`src/rtl/pool_job_arbiter.sv`:
```
`default_nettype none
// ============================================================================
//  Module   : pool_job_arbiter
//  Purpose  : Round-robin owner of one shared pool_layer engine. Grants one
//             requesting core, pulses the engine start, waits for done under
//             a watchdog, returns ack/err to the owner and resets the engine.
//  Revision : 1.0  initial release
// ============================================================================
module pool_job_arbiter #(
  parameter int NUM_REQ = 4,
  parameter int IDX_W   = 2,
  parameter int TIMEOUT = 256
) (
  input  logic               clk,
  input  logic               rst,
  input  logic [NUM_REQ-1:0] req_i,
  output logic [NUM_REQ-1:0] grant_o,
  output logic [IDX_W-1:0]   grant_idx_o,
  output logic [NUM_REQ-1:0] ack_o,
  output logic [NUM_REQ-1:0] err_o,
  output logic               pool_start_o,
  output logic               pool_rst_o,
  input  logic               pool_done_i,
  output logic               busy_o
);

  localparam int TMR_W = (TIMEOUT > 2) ? $clog2(TIMEOUT) : 1;

  typedef enum logic [1:0] {
    S_IDLE    = 2'd0,
    S_START   = 2'd1,
    S_BUSY    = 2'd2,
    S_RELEASE = 2'd3
  } state_t;

  state_t             state_q;
  logic [IDX_W-1:0]   ptr_q;
  logic [TMR_W-1:0]   timer_q;
  logic [NUM_REQ-1:0] grant_q;
  logic [IDX_W-1:0]   grant_idx_q;
  logic [NUM_REQ-1:0] ack_q;
  logic [NUM_REQ-1:0] err_q;
  logic               pool_start_q;
  logic               pool_rst_q;

  logic               pick_found_d;
  logic [IDX_W-1:0]   pick_idx_d;
  logic [NUM_REQ-1:0] pick_onehot_d;
  logic [IDX_W-1:0]   ptr_d;

  // Round-robin pick: first set request bit scanning ptr, ptr+1, ... (wrapping)
  always_comb begin
    pick_found_d = 1'b0;
    pick_idx_d   = '0;
    for (int i = 0; i < NUM_REQ; i++) begin
      int               pos;
      logic [IDX_W-1:0] pos_idx;
      pos = int'(ptr_q) + i;
      if (pos >= NUM_REQ) begin
        pos = pos - NUM_REQ;
      end
      pos_idx = IDX_W'(pos);
      if (!pick_found_d && req_i[pos_idx]) begin
        pick_found_d = 1'b1;
        pick_idx_d   = pos_idx;
      end
    end
    pick_onehot_d = {{(NUM_REQ-1){1'b0}}, 1'b1} << pick_idx_d;
  end

  // Pointer moves just past the current owner, wrapping mod NUM_REQ
  always_comb begin
    ptr_d = (grant_idx_q == IDX_W'(NUM_REQ - 1)) ? '0 : grant_idx_q + IDX_W'(1);
  end

  // Job controller: arbitration, start pulse, watchdog and release, all registered
  always_ff @(posedge clk) begin
    if (rst) begin
      state_q      <= S_IDLE;
      ptr_q        <= '0;
      timer_q      <= '0;
      grant_q      <= '0;
      grant_idx_q  <= '0;
      ack_q        <= '0;
      err_q        <= '0;
      pool_start_q <= 1'b0;
      pool_rst_q   <= 1'b0;
    end else begin
      // pulse outputs last exactly one cycle unless re-asserted below
      ack_q        <= '0;
      err_q        <= '0;
      pool_start_q <= 1'b0;
      pool_rst_q   <= 1'b0;
      case (state_q)
        S_IDLE: begin
          if (pick_found_d) begin
            grant_q      <= pick_onehot_d;
            grant_idx_q  <= pick_idx_d;
            pool_start_q <= 1'b1;
            state_q      <= S_START;
          end
        end
        S_START: begin
          timer_q <= '0;
          state_q <= S_BUSY;
        end
        S_BUSY: begin
          timer_q <= timer_q + TMR_W'(1);
          // done takes priority over the watchdog in the same cycle
          if (pool_done_i) begin
            ack_q      <= grant_q;
            pool_rst_q <= 1'b1;
            state_q    <= S_RELEASE;
          end else if (timer_q == TMR_W'(TIMEOUT - 1)) begin
            err_q      <= grant_q;
            pool_rst_q <= 1'b1;
            state_q    <= S_RELEASE;
          end
        end
        S_RELEASE: begin
          ptr_q       <= ptr_d;
          grant_q     <= '0;
          grant_idx_q <= '0;
          state_q     <= S_IDLE;
        end
        default: begin
          state_q <= S_IDLE;
        end
      endcase
    end
  end

  assign grant_o      = grant_q;
  assign grant_idx_o  = grant_idx_q;
  assign ack_o        = ack_q;
  assign err_o        = err_q;
  assign pool_start_o = pool_start_q;
  assign pool_rst_o   = pool_rst_q;
  assign busy_o       = (state_q != S_IDLE);

endmodule
`default_nettype wire

```
`config.mk`:
```
export PLATFORM = sky130hd
export DESIGN_NAME = pool_job_arbiter
export DESIGN_NICKNAME = d
export VERILOG_FILES = /design/src/rtl/pool_job_arbiter.sv
export SDC_FILE = /design/constraint.sdc
export NUM_CORES = 1
export LEC_CHECK = 0
export CORE_ASPECT_RATIO = 1.1
export CORE_MARGIN = 8
export CORE_UTILIZATION = 35
export CTS_BUF_LIST = sky130_fd_sc_hd__clkbuf_4 sky130_fd_sc_hd__clkbuf_8 sky130_fd_sc_hd__clkbuf_16
export DETAILED_ROUTE_END_ITERATION = 10
export HOLD_SLACK_MARGIN = 0.03
export PLACE_DENSITY = 0.67
export SYNTH_ARGS = -nofsm -noshare
export SYNTH_HDL_FRONTEND = slang
export SYNTH_SLANG_ARGS = --single-unit
```
`constraint.sdc`:
```
create_clock -name clk -period 2.9 [get_ports clk]
set_input_delay 0.725 -clock clk [delete_from_list [all_inputs] [get_ports clk]]
set_output_delay 0.725 -clock clk [all_outputs]
set_load 0.005 [all_outputs]
```
# Word-level counts from Yosys, hierarchy flattened
# Cells that the tools add are included.
# word_totals
register_bits,28
latch_bits,0
mem_bits_rw,0
mem_bits_ro,0
output_inout_bits,17
elab_cells,87
n_memories,0
# op_classes
addsub,9
mul,0
n_div,0
order_cmp,8
eq_ne,7
shifts,1
muxes,33
bitwise_logic,4
n_reduce_logical,16
# op_table
op,n
$mux 2,13
$pmux 8 s2,1
$lt 2x3->1 const B,4
$mux 1,11
$ge 3x3->1 const B,3
$add 8x1->8 const B,1
$bmux 1 s2,4
$eq 8x8->1 const B,1
$pmux 2 s4,1
$pmux 4 s2,1
$sub 2x1->2 const B,4
$add 2x2->3 const B,2
$eq 2x2->1 const B,3
$reduce_bool 2->1,3
$mux 4,1
$not 1->1,4
$pmux 2 s2,1
$reduce_and 2->1,2
$reduce_or 2->1,2
$reduce_or 4->1,1
$shl 1x2->4 const A,1
$add 2x1->3 const B,1
$ge 2x3->1 const B,1
$logic_and 1x1->1,3
other kinds (7),9

# Longest topological paths before layout
# Gate-level depths: netlist of the first run.
# depth
word_depth,17
ltp_mapped,6
depth_no_buf,6

# Least setup slack after synthesis of the first run
# OpenSTA, ideal clock, no wires.
# synth_timing
path_type,input-to-reg
start,input req_i[2]
end,register grant_q[2] (netlist: grant_o[2])
arrival_time_ns,1.522
t_required_ns,2.783
path_slack_ns,1.260
path_stages,4
path_buffers,0
cell_sequence,and2b_1 -> a211o_1 -> and2_4 -> a32o_1
# synth_between
elab_chain_len,15
# synth_rtl
item,line,text
"start, declared",16,"input logic [NUM_REQ-1:0] req_i,"
$bmux 1 s2,63,if (!pick_found_d && req_i[pos_idx]) begin
$mux 1 (implied by the code),63,
$mux 1,63,
$logic_not 1->1,63,
$logic_and 1x1->1,63,
$mux 1,63,
$logic_not 1->1,63,
$logic_and 1x1->1,63,
$mux 1,63,
$logic_not 1->1,63,
$logic_and 1x1->1,63,
$mux 2,63,
$shl 1x2->4,68,"pick_onehot_d = {{(NUM_REQ-1){1'b0}}, 1'b1} << pick_idx_d;"
$mux 4,96,if (pick_found_d) begin
$pmux 4 s2,94,case (state_q)
"end signal, assigned",97,grant_q <= pick_onehot_d;
"end, declared",39,logic [NUM_REQ-1:0] grant_q;
# Several ways; a longest one is shown, not always the timed one. The select of a mux whose other input is x is not followed.
# A chain may end at the register's enable or synchronous reset.

# Final worst setup path of the first run
# layout_timing
start,register state_q[0]
end,output busy_o
# layout_between
elab_chain_len,1
# layout_rtl
item,line,text
"start, declared",36,state_t state_q;
"start signal, assigned",79,state_q <= S_IDLE;
"start signal, assigned",100,state_q <= S_START;
"start signal, assigned",105,state_q <= S_BUSY;
$reduce_bool 2->1,139,assign busy_o = (state_q != S_IDLE);
"end, declared",24,output logic busy_o
# No other way between the ends.

==> results of run 1 <==
routing by layer:
metal | share of wire | track usage | up-vias
li1 | - | - | 486
met1 | 0.46 | 0.0969 | 434
met2 | 0.49 | 0.161 | 17
met3 | 0.032 | 0.0167 | 2
met4 | 0.015 | 0.0450 | 0
met5 | 0 | 0 | -
state kept, by name, indices dropped and copies added (netlist names):
| register | cells |
|---|---|
| ptr_q | 2 |
| timer_q | 8 |
| pool_rst_o | 1 |
| grant_idx_o | 2 |
| ack_o | 4 |
| err_o | 4 |
| pool_start_o | 1 |
| state_q | 2 |
| grant_o | 4 |
worst paths after layout:
path,to,slack (ps),cells past startpoint
setup reg to reg,timer_q[7]$_SDFFE_PP0P_,1190,5
hold / removal,timer_q[1]$_SDFFE_PP0P_,500,2
setup / recovery,busy_o,510,4
hold reg to reg,timer_q[1]$_SDFFE_PP0P_,500,2
kinds of logic (layout without fill, tap and decap cells):
group           Yosys count  count (layout)
xor+xnor                  5               5
mux                       3               3
buf+inv                   6              31
flops                    28              28
compound gates           20              20
simple gates             55              55
fa+ha+maj                 6               6
cell usage in the layout (no fill, tap or decap), types with 2 or more instances in the layout:
cell type        instances
nand2_1                  6
ha_1                     6
mux2i_1                  3
o21a_1                   2
and3_1                   5
xor2_1                   4
a21oi_1                  5
dfxtp_1                 28
nand3_1                  2
nand4_1                  4
a32o_1                   4
nor2_1                  15
o21ai_0                  3
clkbuf_4                 3
clkdlybuf4s50_1         23
and2_1                   4
inv_1                    4
nand2b_1                 3
nor2b_1                  3
nor3_1                   2
a21o_1                   2
or3_1                    2
stage by stage:
step                      area [um^2]  cells
after CTS                        1510    184
after global routing             1510    184
final                            1510    184
after global placement           1470    180
after floorplan                  1200    123
after detailed placement         1470    180
critical path, cell delays in order, from the launching register on:
cell and delay (ps):
dfxtp_1 380, inv_1 80, ha_1 240, inv_1 120, clkdlybuf4s50_1 520
where the power goes:
part           internal (W)  total (W)  switching (W)
Combinational      0.000180   0.000370       0.000190
Clock             0.0000768   0.000191       0.000115
Sequential         0.000430   0.000465      0.0000352
Total              0.000686    0.00103       0.000340
Yosys cell counts (all sizes together):
cell	count	share of area
buf	1	0.0042
nand2b	3	0.016
o31a	1	0.0073
and3b	1	0.0073
nor4b	1	0.012
dfxtp	28	0.47
ha	6	0.062
nor3	2	0.0083
or3	2	0.010
nand2	6	0.019
a32oi	1	0.0073
clkbuf	1	0.0031
or2	1	0.0052
o21ai	3	0.012
a21o	2	0.012
and2	5	0.028
nand3	2	0.0083
inv	4	0.012
nand4	4	0.021
nor4	3	0.033
o21bai	1	0.0062
nor2	15	0.047
a32o	4	0.033
mux2i	3	0.025
and3	5	0.026
a211o	1	0.0073
o21a	2	0.012
a21oi	5	0.021
xnor2	1	0.0073
nor2b	3	0.016
and2b	2	0.014
xor2	4	0.029
area by class of cell:
type	count	area, um^2	area share
Clock buffer	4	36.3	0.0241
Inverter	4	15.0	0.00998
Multi-Input combinational cell	89	618	0.411
Sequential cell	28	561	0.372
Tap cell	36	45.0	0.0299
Timing Repair Buffer	23	230	0.153
==> metrics, run 1 <==
largest net degree at the start of global routing=16; post_cts resized=0; filler cell count in the final layout=330; I/O pins=24; clock sink count=28; crit path kind=reg -> out; setup TNS=0 ps; Worst-Skew Late Latency=330 ps; # H-tree levels=1; max cap viols=0; initial antenna violation count=0; Die Ht=77.5 um; drc violations=0; Die W=71.9 um; CP max FO=4; Seq/Total Area, Yosys=0.466; CTS tree=done; Yosys reg bits=28; final wirelength=2.44 mm; Synth Area in Adders=0.0624; total chip power=0.00103 W; vias in the first global route=955; Initial Utilization=0.364; routed vias/inst=5.10; synth unique cells=36; Post-Syn Area=0.00120 mm^2; worst slew pin tran=659 ps; final worst path period share=0.824; first-pass GRT wire length=4.19 mm; WL per Instance=13.2 um; # rows=22; Leak=0.581 nW; gr ovfl total=0; Final setup viols=0; post-DP HPWL=1.97 mm; Compound-Gate Fraction of Synth Area=0.120; die area=0.00557 mm^2; relative slew slack=0.557; multiplexer share of the synthesized area=0.0250; core area=0.00330 mm^2; power density cells=682 mW/mm^2; Inserted Clock Buffers=3; worst slack, placed=606 ps; global-route usage over all layers=0.0897; Reg clk slew, reported paths=150 ps; WP data required=2170 ps; fin. max-slew vios=0; Worst setup EP type=output pin; Post-CTS Setup Inserts=0; share of layout cells above drive strength 1=0.0608; post-synthesis xor/xnor area fraction=0.0364; crit path launch=state_q[0]$_SDFFE_PP0P_; worst hold start=timer_q[1]$_SDFFE_PP0P_; Net Count, Synth=136; Worst Hold Slack=503 ps; RSZ-0062 raised after global routing=false; synthesized netlist cell count=123; routability cong.=0.799; R2R Path Start=state_q[1]$_SDFFE_PP0P_; Setup crit start kind=flop; post-layout minimum cycle time=2390 ps; Synth Area in Simple Gates=0.271; CTS max path bufs=2; DR iter-0 viols=20; Area growth, synth to finish=25.2%; cts hold-fix bufs=0; utilization after layout=0.456; DR pass1 iterations=4; PnR worst setup slack=510 ps; Max IR drop VDD=0.000331 V; Hold/Removal Path Class=reg -> reg; maximum clock rate=418 MHz; clock root buffer=clkbuf_4; syn avg cell area=9.78 um^2; Synthesis Warnings=0; Final Hold Fails=0; worst clock skew=8.27 ps; Arrival @ worst endpoint=1660 ps; outcome=complete, no violations; via count=939; largest family of logic cells by synthesized area=simple AND/OR/NAND/NOR gates; Detail Route Antenna Nets=0; NumNets Final=162; diode count=0; # port buffers=23
No activity file was read; power rests on OpenSTA's default activity.
==> run 2, diff against run 1 <==
==> constraint.sdc (replaced) <==
create_clock -name clk -period 2.3 [get_ports clk]
set_input_delay 0.575 -clock clk [delete_from_list [all_inputs] [get_ports clk]]
set_output_delay 0.575 -clock clk [all_outputs]
set_load 0.005 [all_outputs]
==> run 2 against run 1 <==
  * Flip-flop and latch count unchanged
  * First-iteration DRC count up 25%
  * Sequential power up 27%
  * Core utilization up 0.53 points
  * Combinational power up 30%
  * Largest power group unchanged
  * Sequential share of layout area down 0.26 points
  * Setup slack worse by 400 ps
  * Via count up 1.4%
  * Clock-buffer cell count unchanged
  * Global-route usage down 0.21 points
  * Register-to-register slack worse by 530 ps
==> metrics, run 2 (synthesis results as in run 1) <==
Hold/Removal Path Class=reg -> reg; Setup crit start kind=flop; R2R Path Start=state_q[0]$_SDFFE_PP0P_; outcome=complete, no violations; routed vias/inst=5.12 (+0.29%); gr ovfl total=0 (unchanged); Final setup viols=0 (unchanged); NumNets Final=164 (+1.2%); final wirelength=2.39 mm (-1.7%); post-layout minimum cycle time=2190 ps; core area=0.00330 mm^2 (unchanged); Worst setup EP type=output pin; global-route usage over all layers=0.0876 (-0.00212); CTS max path bufs=2 (unchanged); r2r setup slk=660 ps (-530 ps); # rows=22 (unchanged); Arrival @ worst endpoint=1610 ps (-50 ps); worst clock skew=3.41 ps (-4.86 ps); Initial Utilization=0.364 (unchanged); setup TNS=0 ps (unchanged); Worst-Skew Late Latency=310 ps (-20 ps); first-pass GRT wire length=4.05 mm (-3.3%); Min-Delay Path Depth=2 (unchanged); crit path launch=state_q[0]$_SDFFE_PP0P_; Max IR drop VDD=0.000269 V (-19%); commonest non-fill, non-tap cells in the layout=26 x dfxtp_1, 23 x clkdlybuf4s50_1, 15 x nor2_1; diode count=0 (unchanged); Detail Route Antenna Nets=0 (unchanged); post-DP HPWL=1.94 mm (-1.9%); end of the worst register-to-register path=timer_q[5]$_SDFFE_PP0P_; Worst Hold Slack=499 ps (-3.40 ps); routability cong.=0.850 (+6.4%); clock sink count=28 (unchanged); initial antenna violation count=0 (unchanged); commonest non-fill, non-tap cell in the layout=dfxtp_1; Area growth, synth to finish=26.6%; via count=952 (+1.4%); Reg clk slew, reported paths=140 ps (about the same); WL per Instance=12.9 um (-2.8%); # port buffers=23 (unchanged); Die Ht=77.5 um (unchanged); power density cells=856 mW/mm^2 (+26%); Worst Hold End=grant_idx_o[0]$_SDFFE_PP0P_; depth of the worst register-to-register path=5 (unchanged); max cap viols=0 (unchanged); maximum clock rate=457 MHz; share of layout cells above drive strength 1=0.0933 (+0.0325); Worst path max stage delay=500 ps (-20 ps); vias in the first global route=915 (-4.2%); I/O pins=24 (unchanged); die area=0.00557 mm^2 (unchanged); worst slew pin tran=339 ps (-320 ps); RSZ-0062 raised after global routing=false; number of flip-flops in the largest register=8 (unchanged); slowest CP cell=clkdlybuf4s50_1; WP data required=1730 ps (-440 ps); CP max FO=4 (unchanged); relative slew slack=0.773 (+0.217); utilization after layout=0.461 (+0.00530); WP buf/inv=3 (unchanged); DR iter-0 viols=25 (+25%); CTS tree=done; cell family with most CP delay=buffers and inverters; final worst path period share=0.952; largest net degree at the start of global routing=16 (unchanged); # H-tree levels=1 (unchanged); fin. max-slew vios=0 (unchanged); DR pass1 iterations=4 (unchanged); crit path kind=reg -> out; CP Cell Sequence=inv_1 > ha_1 > inv_2 > clkdlybuf4s50_1; Leak=0.590 nW (+1.6%); drc violations=0 (unchanged); worst hold start=grant_idx_o[0]$_SDFFE_PP0P_; Final Hold Fails=0 (unchanged); Inserted Clock Buffers=3 (unchanged); Die W=71.9 um (unchanged); clock root buffer=clkbuf_4; Biggest register=timer_q
-- run 2: worst register-to-register path, delay by kind of cell (launching register included) --
| family | cells | cell delay, ps |
|---|---|---|
| and+or+nand+nor | 2 | 570 |
| adders and majority gates | 1 | 430 |
| DFF | 1 | 370 |
| AOI/OAI and AO/OA | 1 | 150 |
| buffers and inverters | 1 | 70 |
-- run 2: per-stage QoR --
stage               worst slack (ps)  cell area [um^2]  total power (W)  std cells
CTS                             12.5              1520          0.00131        186
global route                    4.54              1520          0.00140        186
detailed placement               189              1480          0.00108        182
global placement                 224              1480          0.00106        182
finish                           111              1520          0.00130        186
floorplan                        798              1200         0.000900        123
-- run 2: where the power goes --
group          switching (W)  internal (W)
sequential         0.0000455      0.000545
clock               0.000133     0.0000967
combinational       0.000245      0.000237
-- run 2: how the worst max path moves through the flow --
stage	endpoint	depth (start not counted)
floorplan	timer_q[5]$_SDFFE_PP0P_	6
global placement	grant_o[2]$_SDFFE_PP0P_	5
detailed placement	grant_o[2]$_SDFFE_PP0P_	5
CTS	busy_o	4
global route	busy_o	4
finish	busy_o	4
-- run 2: what timing repair did --
| action | 4_1_cts | 5_1_grt |
|---|---|---|
| buffers inserted | 0 | 0 |
| gates resized for setup | 0 | 3 |
| hold buffers | 0 | 0 |
| endpoints found under the setup margin | 0 | 1 |
-- run 2: cell type report --
| class | instances | area (um^2) |
|---|---|---|
| multi-input combinational | 89 | 618 |
| timing repair buffer | 25 | 245 |
| inverter | 4 | 15.0 |
| fill | 333 | 1780 |
| sequential | 28 | 563 |
| tap | 36 | 45.0 |
| clock buffer | 4 | 36.3 |
-- run 2: per-layer routing --
metal | wire length [um] | GRT usage | share of wire | vias to the layer above
li1 | - | - | - | 491
met3 | 133 | 0.0206 | 0.056 | 2
met5 | 0 | 0 | 0 | -
met1 | 1070 | 0.0939 | 0.45 | 440
met4 | 36 | 0.0429 | 0.015 | 0
met2 | 1160 | 0.156 | 0.48 | 19
==> run 3, diff against run 2 <==
--- a/config.mk
+++ b/config.mk
@@ -11,7 +11,7 @@
 export CTS_BUF_LIST = sky130_fd_sc_hd__clkbuf_4 sky130_fd_sc_hd__clkbuf_8 sky130_fd_sc_hd__clkbuf_16
 export DETAILED_ROUTE_END_ITERATION = 10
 export HOLD_SLACK_MARGIN = 0.03
-export PLACE_DENSITY = 0.67
+export PLACE_DENSITY = 0.56
 export SYNTH_ARGS = -nofsm -noshare
 export SYNTH_HDL_FRONTEND = slang
 export SYNTH_SLANG_ARGS = --single-unit
==> run 3 against run 2 <==
  * First-iteration DRC count increased by 20%
  * Worst hold slack improved by 1.8 ps
  * Via count decreased by 2.3%
  * Clock-buffer cell count decreased by 1
  * Power increased by 6.9%
  * Setup slack got worse by 3.4 ps
  * Design area increased by 0.58%
  * Non-clock buffer count decreased by 1
  * Clock skew increased by 3.5 ps
  * Critical path type unchanged
  * Largest cell class unchanged
  * Highest routed layer unchanged
==> metrics, run 3 (synthesis results as in run 1) <==
number of flip-flops in the largest register=8 (unchanged); NetSw=0.000444 W (+4.6%); worst slew pin tran=622 ps (+283 ps); outcome=complete, no violations; Setup crit start kind=flop; diode count=0 (unchanged); relative slew slack=0.582 (-0.192); max cap viols=0 (unchanged); Placed Area=0.00148 mm^2 (-0.51%); CTS tree=done; Worst setup EP type=output pin; post-route design area=0.00153 mm^2 (+0.58%); Detail Route Antenna Nets=0 (unchanged); drc violations=0 (unchanged); crit path kind=reg -> out; Worst path max stage delay=500 ps (about the same); Reg clk slew, reported paths=160 ps (+20 ps); routability cong.=0.762 (-10%); via count=930 (-2.3%); die area=0.00557 mm^2 (unchanged); global-route usage over all layers=0.0904 (+0.00279); CTS max path bufs=2 (unchanged); # rows=22 (unchanged); power density cells=910 mW/mm^2 (+6.3%); post-DP HPWL=1.92 mm (-0.87%); WL per Instance=13.3 um (+3.7%); clock root buffer=clkbuf_4; utilization after layout=0.464 (+0.00265); Inserted Clock Buffers=3 (unchanged); routed vias/inst=5.03 (-1.8%); slowest CP cell=clkdlybuf4s50_1; largest net degree at the start of global routing=17 (+1); cell family with most CP delay=buffers and inverters; gr ovfl total=0 (unchanged); Final Hold Fails=0 (unchanged); initial antenna violation count=0 (unchanged); filler cell count in the final layout=340 (+2.1%); clock sink count=28 (unchanged); final worst path period share=0.953 (+0.00148); # H-tree levels=1 (unchanged); post_cts resized=0 (unchanged); first-pass GRT wire length=4.13 mm (+2.0%); WP data required=1730 ps (about the same); commonest non-fill, non-tap cells in the layout=26 x dfxtp_1, 23 x clkdlybuf4s50_1, 15 x nor2_1; share of layout cells above drive strength 1=0.0872 (-0.00609); CP max FO=4 (unchanged); I/O pins=24 (unchanged); NumNets Final=163 (-0.61%); Initial Utilization=0.364 (unchanged); post-layout minimum cycle time=2190 ps (+3.41 ps); Worst Hold Slack=501 ps (+1.79 ps); maximum clock rate=456 MHz (-0.16%); sequential power share=0.424 (-0.029); Die W=71.9 um (unchanged); Die Ht=77.5 um (unchanged); # port buffers=23 (unchanged); fin. max-slew vios=0 (unchanged); Hold/Removal Path Class=reg -> reg; Area growth, synth to finish=27.4%; DR pass1 iterations=4 (unchanged); Post-CTS Setup Inserts=0 (unchanged); final wirelength=2.47 mm (+3.1%); worst clock skew=6.93 ps (+3.53 ps); Worst-Skew Late Latency=330 ps (+20 ps); Arrival @ worst endpoint=1620 ps (about the same); core area=0.00330 mm^2 (unchanged); cts hold-fix bufs=0 (unchanged); combinational cell fraction of total power=0.339 (-0.031); clock network power share=0.237 (+0.060); Switching Share=0.318 (-0.00699); commonest non-fill, non-tap cell in the layout=dfxtp_1; Biggest register=timer_q; RSZ-0062 raised after global routing=false; Internal=0.000950 W (+8.0%); CP Cell Sequence=inv_1 > ha_1 > inv_2 > clkdlybuf4s50_1; DR iter-0 viols=30 (+20%); Leak=0.592 nW (+0.31%); WP buf/inv=3 (unchanged); Max IR drop VDD=0.000429 V (+59%); Final setup viols=0 (unchanged); setup TNS=0 ps (unchanged); vias in the first global route=897 (-2.0%)
[run 3: changes by cell type in the layout (fill, tap and decap cells not counted), sizes merged]
cell / previous run / this run
buf: 2 / 1
bufinv: 0 / 1
clkbuf: 4 / 3
[run 3: per-stage QoR]
step | power (W) | setup WS [ps] | std cells
6_report | 0.00139 | 108 | 185
5_1_grt | 0.00148 | 10.2 | 185
4_1_cts | 0.00139 | 12.9 | 185
3_5_place_dp | 0.00107 | 203 | 181
3_3_place_gp | 0.00106 | 227 | 181
2_1_floorplan | 0.000900 | 798 | 123
[run 3: layout make-up]
cell class | instances | area, um^2 | area share
Multi-Input combinational cell | 89 | 618 | 0.404
Sequential cell | 28 | 563 | 0.368
Timing Repair Buffer | 24 | 238 | 0.155
Tap cell | 36 | 45.0 | 0.0294
Clock inverter | 1 | 30.0 | 0.0196
Clock buffer | 3 | 22.5 | 0.0147
Inverter | 4 | 15.0 | 0.00980
[run 3: routing by layer]
layer | track usage | up-vias | routed length [um]
met5 | 0 | - | 0
met4 | 0.0429 | 0 | 23
met3 | 0.0360 | 2 | 170
met2 | 0.142 | 20 | 1040
met1 | 0.104 | 426 | 1230
li1 | - | 482 | -
[run 3: power by group through the flow]
stage          registers (W)  clock network [W]  logic [W]
2_1_floorplan       0.000591                  0   0.000309
3_3_place_gp        0.000598                  0   0.000465
3_5_place_dp        0.000599                  0   0.000466
4_1_cts             0.000589           0.000334   0.000469
5_1_grt             0.000601           0.000356   0.000521
6_report            0.000591           0.000331   0.000472
[run 3: worst register-to-register path: cells and delay by family (launching register included)]
kind                     cells  cell delay, ps
AND/OR/NAND/NOR              2             620
flip-flops                   1             370
buffers and inverters        1              70
adder cells (fa/ha/maj)      1             450
AO/OA/AOI/OAI                1             140
[run 3: path summary, 6_finish.rpt]
kind | start | endpoint | slack (ps) | cells past startpoint
setup reg to reg | state_q[0]$_SDFFE_PP0P_ | timer_q[5]$_SDFFE_PP0P_ | 620 | 5
hold / removal | timer_q[7]$_SDFFE_PP0P_ | timer_q[7]$_SDFFE_PP0P_ | 500 | 2
hold reg to reg | timer_q[7]$_SDFFE_PP0P_ | timer_q[7]$_SDFFE_PP0P_ | 500 | 2
setup / recovery | state_q[0]$_SDFFE_PP0P_ | busy_o | 110 | 4
